--- src/rtl/cache_mem_arbiter.sv ---
// rtl/cache_mem_arbiter.sv - two-port I/D-cache to memory arbiter, grant held until mem_resp
// CACHE_ARB_RR_EN: round-robin on contention; undefined gives fixed priority to port 1.
module cache_mem_arbiter #(
  parameter int ADDR_W = 32,
  parameter int DATA_W = 32
) (
  input  logic                clk,
  input  logic                rst,
  input  logic                req0_read,
  input  logic                req0_write,
  input  logic [ADDR_W-1:0]   req0_address,
  input  logic [DATA_W-1:0]   req0_wdata,
  input  logic [DATA_W/8-1:0] req0_byte_enable,
  output logic [DATA_W-1:0]   req0_rdata,
  output logic                req0_resp,
  input  logic                req1_read,
  input  logic                req1_write,
  input  logic [ADDR_W-1:0]   req1_address,
  input  logic [DATA_W-1:0]   req1_wdata,
  input  logic [DATA_W/8-1:0] req1_byte_enable,
  output logic [DATA_W-1:0]   req1_rdata,
  output logic                req1_resp,
  output logic                mem_read,
  output logic                mem_write,
  output logic [ADDR_W-1:0]   mem_address,
  output logic [DATA_W-1:0]   mem_wdata,
  output logic [DATA_W/8-1:0] mem_byte_enable,
  input  logic [DATA_W-1:0]   mem_rdata,
  input  logic                mem_resp,
  output logic [1:0]          grant,
  output logic                protocol_err
);

  typedef enum logic [1:0] {IDLE = 2'd0, SERVE0 = 2'd1, SERVE1 = 2'd2} state_t;

  state_t r_state;
  state_t w_next;
  logic   r_protocol_err;
  logic   w_err_set;
  logic   w_req0;
  logic   w_req1;
  logic   w_pick1;

  assign w_req0 = req0_read | req0_write;
  assign w_req1 = req1_read | req1_write;

`ifdef CACHE_ARB_RR_EN
  logic r_last;

  // On contention the port that was not served last wins.
  assign w_pick1 = w_req1 && (!w_req0 || (r_last == 1'b0));

  always_ff @(posedge clk or negedge rst) begin
    if (!rst) begin
      r_last <= 1'b1;
    end else if (mem_resp && (r_state == SERVE0)) begin
      r_last <= 1'b0;
    end else if (mem_resp && (r_state == SERVE1)) begin
      r_last <= 1'b1;
    end
  end
`else
  assign w_pick1 = w_req1;
`endif

  always_ff @(posedge clk or negedge rst) begin
    if (!rst) begin
      r_state        <= IDLE;
      r_protocol_err <= 1'b0;
    end else begin
      r_state        <= w_next;
      r_protocol_err <= r_protocol_err | w_err_set;
    end
  end

  always_comb begin
    w_next    = r_state;
    w_err_set = 1'b0;
    case (r_state)
      IDLE: begin
        w_err_set = mem_resp;
        if (w_pick1) begin
          w_next = SERVE1;
        end else if (w_req0) begin
          w_next = SERVE0;
        end
      end
      SERVE0: begin
        // Dropping the request or asserting read+write while owning the port is illegal.
        w_err_set = (req0_read & req0_write) | ~w_req0;
        if (mem_resp) begin
          w_next = IDLE;
        end
      end
      SERVE1: begin
        w_err_set = (req1_read & req1_write) | ~w_req1;
        if (mem_resp) begin
          w_next = IDLE;
        end
      end
      default: w_next = IDLE;
    endcase
  end

  always_comb begin
    mem_read        = 1'b0;
    mem_write       = 1'b0;
    mem_address     = '0;
    mem_wdata       = '0;
    mem_byte_enable = '0;
    req0_rdata      = '0;
    req0_resp       = 1'b0;
    req1_rdata      = '0;
    req1_resp       = 1'b0;
    grant           = 2'b00;
    case (r_state)
      SERVE0: begin
        grant           = 2'b01;
        mem_read        = req0_read & ~req0_write;
        mem_write       = req0_write;
        mem_address     = req0_address;
        mem_wdata       = req0_wdata;
        mem_byte_enable = req0_byte_enable;
        req0_rdata      = mem_rdata;
        req0_resp       = mem_resp;
      end
      SERVE1: begin
        grant           = 2'b10;
        mem_read        = req1_read & ~req1_write;
        mem_write       = req1_write;
        mem_address     = req1_address;
        mem_wdata       = req1_wdata;
        mem_byte_enable = req1_byte_enable;
        req1_rdata      = mem_rdata;
        req1_resp       = mem_resp;
      end
      default: ;
    endcase
  end

  assign protocol_err = r_protocol_err;

endmodule

--- config.mk ---
export PLATFORM = sky130hd
export DESIGN_NAME = cache_mem_arbiter
export DESIGN_NICKNAME = d
export VERILOG_FILES = /design/src/rtl/cache_mem_arbiter.sv
export SDC_FILE = /design/constraint.sdc
export NUM_CORES = 1
export LEC_CHECK = 0
export BUFFER_PORTS_ARGS = -buffer_cell sky130_fd_sc_hd__clkbuf_2
export CAP_MARGIN = 20
export CORE_AREA = 4 4 119 121
export DETAILED_ROUTE_END_ITERATION = 8
export DIE_AREA = 0 0 123 125
export GPL_ROUTABILITY_DRIVEN = 0
export PLACE_DENSITY = 0.46
export SKIP_LAST_GASP = 1
export SYNTH_ARGS = -nofsm -noshare
export SYNTH_HDL_FRONTEND = slang
export SYNTH_SLANG_ARGS = --single-unit
export TNS_END_PERCENT = 20
--- constraint.sdc ---
create_clock -name clk -period 4 [get_ports clk]
set_input_delay 0.4 -clock clk [delete_from_list [all_inputs] [get_ports clk]]
set_output_delay 0.4 -clock clk [all_outputs]
set_load 0.02 [all_outputs]
==> reports/metrics.yaml <==
timing:
  relSlewSlack_pct: 30.3
  setup_violations: 0
  final-hold-violation-count: 0
  min_period_over_period_pct: 68.6
  slew_viol_final: 0
  fmax_ghz: 0.365
  fin_worst_skew_ns: 0.00193
  fin_ws_ns: 1.26
  rsz0062_at_grt: "false"
  setup_tns_ns: 0
  fin_crit_ns: 2.74
  tightest_slew_ns: 1.04
power:
  p_per_area_nw_per_um2: 631
  peakVddDrop_uv: 370
  leakage_nw: 1.95
  p_total_mw: 2.23
detailed_routing:
  wl_per_cell_um: 13.2
  antenna_left: 0
  vias: 3053
  route.detailed.drc: 0
  dr.pass1.iters: 4
  routed_wl_um: 9590
  vias_per_cell: 4.19
  drt_iter0_markers: 119
final_layout:
  finish.instance_area_um2: 3540
  layout_commonest_cell: "clkbuf_2"
  nets: 736
  drive_gt1_share_pct: 57.8
  fin_cells: 728
  diodes: 0
  syn_to_final_growth_pct: 96.1
  final_cell_mix: "313 x clkbuf_2, 72 x nor2b_1, 70 x a22oi_1, 66 x and2_1, 8 x inv_1"
floorplanning:
  num_rows: 42
  die_h_um: 125
  fp.dieW_um: 123
  coreArea_um2: 13100
  start_util_pct: 13.8
  io_pins: 314
  fp.dieArea_um2: 15400
yosys:
  synth_nets: 448
  yosys_register_bits: 3
  ys_types: 16
  synth_top_family_by_area: "simple AND/OR/NAND/NOR gates"
  synthAdderAreaFrac_pct: 5.54
  synth_area_um2: 1810
  synthXorXnorAreaFrac_pct: 0
  yosysWarnings: 0
  synth_compound_gate_area_share_pct: 31.4
  synth_mux_area_share_pct: 0
  seq_area_frac_synth_pct: 4.16
  synth_area_per_cell_um2: 6.82
  synth-simple-area-share_pct: 48.0
  syn_inst: 265
hold_path:
  hold_path_depth: 1
  hp-class: "reg -> reg"
  min-delay-start: "protocol_err$_DFF_PN0_"
  hold_end: "protocol_err$_DFF_PN0_"
clock_tree:
  post-cts-setup-buffers: 0
  cts_tree: "done"
  clkSinkCount: 3
  cts-buffers-inserted: 3
  clock_latency_ns: 0.22
  path_clk_slew_ns: 0.03
  postCtsResizedCells: 0
  clock-root-buffer: "clkbuf_16"
  cts.path.max_buffers: 2
  htreeDepth: 1
worst_setup_path:
  path_buf_inv: 2
  worstPathRequired_ns: 3.60
  r2r_cells: 5
  crit_chain: "inv_1 > ha_4 > a22oi_1 > nor2b_1 > clkbuf_2"
  crit_type: "reg -> out"
  worstReg2RegStart: "r_state[1]$_DFFE_PN0P_"
  endpoint_kind: "output pin"
  path_max_fanout: 105
  crit_path_start: "r_state[0]$_DFFE_PN0P_"
  reg2reg_to: "r_state[1]$_DFFE_PN0P_"
  slowest_stage: "ha_4"
  cpPeakStageDelay_ns: 0.83
  path_delay_family: "adder cells"
  critPathArrivalTime_ns: 2.34
  start_kind: "register"
  r2r_slack_ns: 1.71
global_routing:
  grt_pass1_wl_um: 14200
  antenna_found_initial: 0
  grt_usage_pct: 10.9
  grt_start_max_net_pins: 106
  overflow: 0
  grt_pass1_vias: 3090
outcome:
  outcome: "complete, no violations"
placed_design:
  hpwlAfterDp_um: 7710
  place_ws_ns: 1.47
  post_dp_cell_area_um2: 3450
  port_buffers: 313
  post-place-cells: 723
job:
  drv_cap: 0
-- stage by stage --
step / utilization [%] / hold WS (ns)
after floorplan: - / 0.104
after global placement: 26.4 / 0.203
after detailed placement: 26.4 / 0.205
after CTS: 27.1 / 0.484
after global routing: 27.1 / 0.517
final: 27.1 / 0.478
-- report_power, final --
| group | internal [mW] | switching (mW) | total (mW) | leakage [nW] |
|---|---|---|---|---|
| Sequential | 0.0393 | 0.0142 | 0.0535 | 0.0341 |
| Combinational | 0.779 | 1.25 | 2.02 | 1.88 |
| Clock | 0.131 | 0.0245 | 0.156 | 0.0382 |
| Total | 0.950 | 1.28 | 2.23 | 1.95 |
-- worst register-to-register path: cells and delay by family (launching register included) --
| family | cells | cell delay [ns] |
|---|---|---|
| buf+inv | 1 | 0.12 |
| fa+ha+maj | 1 | 1.00 |
| compound gates | 2 | 0.29 |
| simple gates | 1 | 0.32 |
| flops | 1 | 0.45 |
-- routing by layer --
layer	up-vias	part of all wire, %	track usage (%)
met3	4	8.9	1.17
li1	1490	-	-
met4	0	0.59	1.69
met1	1381	35	11.6
met5	-	0	0
met2	178	55	22.7
-- synth_stat cells --
master | count | share of area [%]
nor2b_1 | 72 | 25
a22oi_1 | 70 | 29
and2_1 | 66 | 23
clkbuf_1 | 15 | 3.1
buf_2 | 10 | 2.8
ha_1 | 8 | 5.5
inv_1 | 8 | 1.7
buf_6 | 5 | 3.1
dfrtp_1 | 3 | 4.2
o21ai_0 | 2 | 0.55
a21oi_1 | 1 | 0.28
a222oi_1 | 1 | 0.55
a22o_1 | 1 | 0.48
clkbuf_2 | 1 | 0.28
nand2_1 | 1 | 0.21
o21bai_1 | 1 | 0.42
-- state kept, by name, summed over array words and instances, names as in the netlist --
name          count
r_state           2
protocol_err      1
-- kinds of logic after synthesis --
| family | count (synthesis) |
|---|---|
| DFF | 3 |
| and+or+nand+nor | 139 |
| buffers and inverters | 39 |
| AOI/OAI and AO/OA | 76 |
| adders and majority gates | 8 |
-- what timing repair did --
action / 4_1_cts / 5_1_grt
hold buffers: 1 / 0
hold endpoints to repair: 3 / 0
endpoints found under the setup margin: 0 / 0
-- worst max-delay path by stage --
stage,slack (ns),depth (start not counted),end
6_report,1.26,5,mem_address[6]
5_1_grt,1.07,5,mem_address[6]
4_1_cts,1.23,5,mem_address[6]
3_5_place_dp,1.47,5,mem_address[6]
3_3_place_gp,1.53,5,mem_address[6]
2_1_floorplan,1.97,6,mem_address[25]
-- layout make-up --
type	instances	area [µm²]
Timing Repair Buffer	314	1580
Clock buffer	4	78.8
Multi-Input combinational cell	223	1560
Inverter	8	30.0
Tap cell	176	220
Fill cell	1459	9540
Sequential cell	3	75.1
Note: power is estimated with default switching activity, not from simulation.
